<file path="config.mk">
export PLATFORM = sky130hd
export DESIGN_NAME = conv_loop_ctrl_flat
export DESIGN_NICKNAME = d
export VERILOG_FILES = /design/src/rtl/conv_loop_if.sv /design/src/rtl/conv_loop_ctrl.sv /design/src/flat_wrapper.sv
export SDC_FILE = /design/constraint.sdc
export NUM_CORES = 1
export LEC_CHECK = 0
export CAP_MARGIN = 20
export CORE_ASPECT_RATIO = 1.2
export CORE_MARGIN = 4
export CORE_UTILIZATION = 48
export CTS_BUF_LIST = sky130_fd_sc_hd__clkbuf_2 sky130_fd_sc_hd__clkbuf_4 sky130_fd_sc_hd__clkbuf_8
export DETAILED_ROUTE_END_ITERATION = 16
export GPL_TIMING_DRIVEN = 0
export PLACE_DENSITY = 0.84
export SLEW_MARGIN = 20
export SYNTH_ARGS = -nofsm -noshare
export SYNTH_HDL_FRONTEND = slang
export SYNTH_SLANG_ARGS = --single-unit
</file>
<file path="constraint.sdc">
create_clock -name clk -period 2.5 [get_ports clk]
set_input_delay 0.75 -clock clk [delete_from_list [all_inputs] [get_ports clk]]
set_output_delay 0.75 -clock clk [all_outputs]
set_load 0.005 [all_outputs]
</file>
<file path="src/rtl/conv_loop_if.sv">
// conv_loop_if: control, handshake and index bundle between the loop sequencer and its consumer.
interface conv_loop_if #(parameter int CW = 4);
  logic start, abort, out_ready, out_valid, first, last, busy, done;
  logic [CW-1:0] kx, ky, ox, oy;
  modport master (input start, abort, out_ready,
                  output out_valid, kx, ky, ox, oy, first, last, busy, done);
  modport slave  (output start, abort, out_ready,
                  input out_valid, kx, ky, ox, oy, first, last, busy, done);
endinterface

</file>
<file path="src/rtl/conv_loop_ctrl.sv">
// conv_loop_ctrl: walks kx/ky/ox/oy for one convolution tile, one index beat per handshake.
module conv_loop_ctrl #(
  parameter int KW = 3,
  parameter int KH = 3,
  parameter int OW = 8,
  parameter int OH = 8,
  parameter int CW = 4
) (
  input logic clk,
  input logic rst,
  conv_loop_if.master m
);
  typedef enum logic [1:0] {IDLE, RUN, DONE} state_t;
  state_t state, state_nx;
  logic [CW-1:0] kx, ky, ox, oy;
  logic run, acc, kx_end, ky_end, ox_end, oy_end, fin;
  assign run    = state == RUN;
  assign acc    = run && m.out_ready && !m.abort;
  assign kx_end = kx == CW'(KW - 1);
  assign ky_end = ky == CW'(KH - 1);
  assign ox_end = ox == CW'(OW - 1);
  assign oy_end = oy == CW'(OH - 1);
  assign fin    = kx_end && ky_end && ox_end && oy_end;
  always_comb begin
    state_nx    = state;
    if (state == IDLE && m.start) state_nx = RUN;
    if (run && (m.abort || (acc && fin))) state_nx = m.abort ? IDLE : DONE;
    if (state == DONE) state_nx = IDLE;
    m.out_valid = run;
    m.kx        = kx;
    m.ky        = ky;
    m.ox        = ox;
    m.oy        = oy;
    m.first     = run && kx == '0 && ky == '0;
    m.last      = run && kx_end && ky_end;
    m.busy      = state != IDLE;
    m.done      = state == DONE;
  end
  always_ff @(posedge clk) state <= rst ? IDLE : state_nx;
  // Each counter wraps to 0 at its max, so the final beat naturally returns all indices to 0.
  always_ff @(posedge clk) begin
    if (rst || (run && m.abort)) begin
      kx <= '0;
      ky <= '0;
      ox <= '0;
      oy <= '0;
    end else if (acc) begin
      kx <= kx_end ? '0 : kx + 1'b1;
      if (kx_end) ky <= ky_end ? '0 : ky + 1'b1;
      if (kx_end && ky_end) ox <= ox_end ? '0 : ox + 1'b1;
      if (kx_end && ky_end && ox_end) oy <= oy_end ? '0 : oy + 1'b1;
    end
  end
endmodule

</file>
<file path="src/flat_wrapper.sv">
// flat-port wrapper written by rule: the top's interface ports become plain ports
module conv_loop_ctrl_flat 
#(
  parameter int KW = 3,
  parameter int KH = 3,
  parameter int OW = 8,
  parameter int OH = 8,
  parameter int CW = 4
)
  (clk, rst, m_start, m_abort, m_out_ready, m_out_valid, m_kx, m_ky, m_ox, m_oy, m_first, m_last, m_busy, m_done);
  conv_loop_if #(.CW(CW)) m_i ();
  input logic clk;
  input logic rst;
  input wire logic [$bits(m_i.start)-1:0] m_start;
  input wire logic [$bits(m_i.abort)-1:0] m_abort;
  input wire logic [$bits(m_i.out_ready)-1:0] m_out_ready;
  output wire logic [$bits(m_i.out_valid)-1:0] m_out_valid;
  output wire logic [$bits(m_i.kx)-1:0] m_kx;
  output wire logic [$bits(m_i.ky)-1:0] m_ky;
  output wire logic [$bits(m_i.ox)-1:0] m_ox;
  output wire logic [$bits(m_i.oy)-1:0] m_oy;
  output wire logic [$bits(m_i.first)-1:0] m_first;
  output wire logic [$bits(m_i.last)-1:0] m_last;
  output wire logic [$bits(m_i.busy)-1:0] m_busy;
  output wire logic [$bits(m_i.done)-1:0] m_done;
  assign m_i.start = m_start;
  assign m_i.abort = m_abort;
  assign m_i.out_ready = m_out_ready;
  assign m_out_valid = m_i.out_valid;
  assign m_kx = m_i.kx;
  assign m_ky = m_i.ky;
  assign m_ox = m_i.ox;
  assign m_oy = m_i.oy;
  assign m_first = m_i.first;
  assign m_last = m_i.last;
  assign m_busy = m_i.busy;
  assign m_done = m_i.done;
  conv_loop_ctrl #(.KW(KW), .KH(KH), .OW(OW), .OH(OH), .CW(CW)) u_core (.clk(clk), .rst(rst), .m(m_i));
endmodule
</file>
==> out/metrics.cfg <==
[global_route]
grt-ovfl-total = 0
grt_first_pass_wirelength_um = 3080
grt_max_degree = 11
grt_use_total = 0.158
antenna_found_initial = 0
grt_pass1_vias = 778

[hold_path]
worstHoldPathType = reg2reg

[clock_tree]
cts_made_buffers = 3
cts.sinks = 18
htreeDepth = 1
clk_pin_slew_ps = 100
cts_buffer_depth = 2
cts-root-buf = clkbuf_4
clkLatencyLatePin_ps = 290
cts_tree = built
ctsHoldBuffers = 0

[finish]
drive_gt1_frac = 0.140
nNetsFinal = 138
seq_area_um2 = 365
antenna_cells = 0
fill_cells = 142
final_cell_area_um2 = 1240
finalCoreUtilization = 0.730
multi_input_area_um2 = 524
syn_to_final_growth_pct = 37.5

[placement]
hpwl_um = 1440
port_buffers = 25
post-place-ws_ps = -38.5
gp_congestion = 0.753
place_area_um2 = 1180

[yosys]
ys_top_cells_by_count = dfxtp_1, nor2_1, a21oi_1, xor2_1, nand3_1
syn_area_per_cell_um2 = 9.22
ys_seq_area_frac = 0.399
synthCells = 98
synth_top_area_share = 0.399
synth_area_um2 = 903
synth_most_common_cell = dfxtp_1
synthFlopType = dfxtp_1
synth_edf_count = 0
yosysTopAreaCell = dfxtp_1
synth.distinct_cells = 34
synth-seq-cells = 18
async_flop_share = 0
synth.area.top_cells = dfxtp_1, nor2_1, xor2_1
synth_warnings = 0
synth_nets = 105

[die]
core_um2 = 1700
initial_core_util = 0.531
die_height_um = 55.5
rows = 16
io_pins = 26
design.die.area_um2 = 2640
die_x_um = 47.6

[sta]
relSlewSlack = 0.689
fmax_mhz = 455
finalWorstSetupSlack_ps = 301
worst-slew-pin-transition_ps = 466
drv_slew = 0
rsz0062_at_grt = false
finalHoldViolCount = 0
period_share = 0.880
fin_crit_ps = 2200
setup-violations-final = 0
skew_ps = 5.92

[drt]
wl_per_cell_um = 13.4
dr.pass1.iters = 4
ant_nets = 0
routed_wl_um = 1970
drt_iter0_drc = 9
via_count = 844
drcViolationCount = 0
vias_per_cell = 5.74

[pwr]
p_leak_nw = 0.513
vdd_drop_max_v = 0.000294
power_density_nw_per_um2 = 378

[critical_path]
cpPeakStageDelay_ps = 420
cp.required_ps = 2670
path_delay_family = buffers and inverters
cp_num_buf_inv = 2
cp-start-kind = input port
path_class = in2reg
crit_path_cell_trace = clkdlybuf4s50_1 > and4bb_1 > clkbuf_1 > nand4_1 > xor2_1 > nor2_1
cp-end-kind = register
worst-path-max-fanout = 10
arrival_ps = 2370
crit_slowest_cell = clkdlybuf4s50_1

[flow_run]
cap_violations = 0

[run_status]
status = completed

[logic make-up (layout without fill, tap and decap cells)]
logic type,after synthesis,count (layout),synth area share
and+or+nand+nor,48,48,0.345
DFF,18,18,0.399
AOI/OAI and AO/OA,13,13,0.0831
xor gates and xnor gates,7,7,0.0679
buffers and inverters,6,37,0.0332
muxes,4,4,0.0443
adders and majority gates,2,2,0.0277
[sequential cells by signal, indices dropped and copies added (netlist names)]
name / cells
u_core.m.ky: 4
u_core.m.kx: 4
u_core.m.ox: 4
u_core.state: 2
u_core.m.oy: 4
[final timing paths]
| check | startpoint | endpoint | slack [ps] | cells past startpoint |
|---|---|---|---|---|
| setup / recovery | m_abort | u_core.m.ky[2]$_SDFFE_PP0P_ | 300 | 6 |
| hold / removal | u_core.state[0]$_SDFFE_PP0P_ | u_core.state[1]$_SDFFE_PP0P_ | 510 | 2 |
| setup reg to reg | u_core.m.kx[0]$_SDFFE_PP0P_ | u_core.m.oy[3]$_SDFFE_PP0P_ | 610 | 7 |
| hold reg to reg | u_core.state[0]$_SDFFE_PP0P_ | u_core.state[1]$_SDFFE_PP0P_ | 510 | 2 |
[placed cells by master (no fill, tap or decap), types with 2 or more instances in the layout]
cell type / n
and3_1: 2
nand4_1: 4
ha_1: 2
nor3_1: 3
o21ai_0: 3
nor4b_4: 2
mux2i_1: 4
buf_4: 3
dfxtp_1: 14
a21oi_1: 6
or3_1: 2
xor2_1: 6
clkbuf_4: 3
nand3_1: 5
nand2_1: 4
clkbuf_1: 2
clkdlybuf4s50_1: 23
nor2_1: 15
dfxtp_2: 4
dlymetal6s2s_1: 2
inv_1: 2
[metrics by stage]
stage / cells / hold slack (ps) / total power, W / setup TNS (ps)
floorplan: 98 / 460 / 0.000315 / 0
global placement: 141 / 482 / 0.000335 / -26.4
detailed placement: 141 / 488 / 0.000335 / -66.4
CTS: 146 / 523 / 0.000475 / 0
global route: 147 / 531 / 0.000493 / 0
finish: 147 / 509 / 0.000470 / 0
[final cells by class]
type / count / share of cell area
multi-input cells: 74 / 0.422
clock buffers: 3 / 0.0181
repair buffers: 28 / 0.224
inverters: 2 / 0.00604
plain buffers: 4 / 0.0181
flip-flops and latches: 18 / 0.294
well taps: 18 / 0.0181
[tightest hold or removal path: stages, from the launching register on]
cell and delay, ps:
dfxtp_2 350, nand2_1 60, a21oi_1 50
[per-layer routing]
layer	GRT usage	vias up	part of all wire	routed length [µm]
li1	-	417	-	-
met1	0.181	385	0.41	798
met3	0.0422	7	0.064	127
met2	0.247	35	0.50	985
met4	0.0962	0	0.029	58
met5	0	-	0	0
[what timing repair did]
action / 4_1_cts / 5_1_grt
setup endpoints to repair: 2 / 2
cloned: 0 / 0
gates resized for setup: 3 / 6
pin swaps: 2 / 2
setup buffers: 2 / 1
[report_power, final]
group	switching, W	internal [W]
sequential	0.00000228	0.000289
combinational	0.0000175	0.0000215
clock	0.0000832	0.0000561
Power figures use the tool's default switching activity.
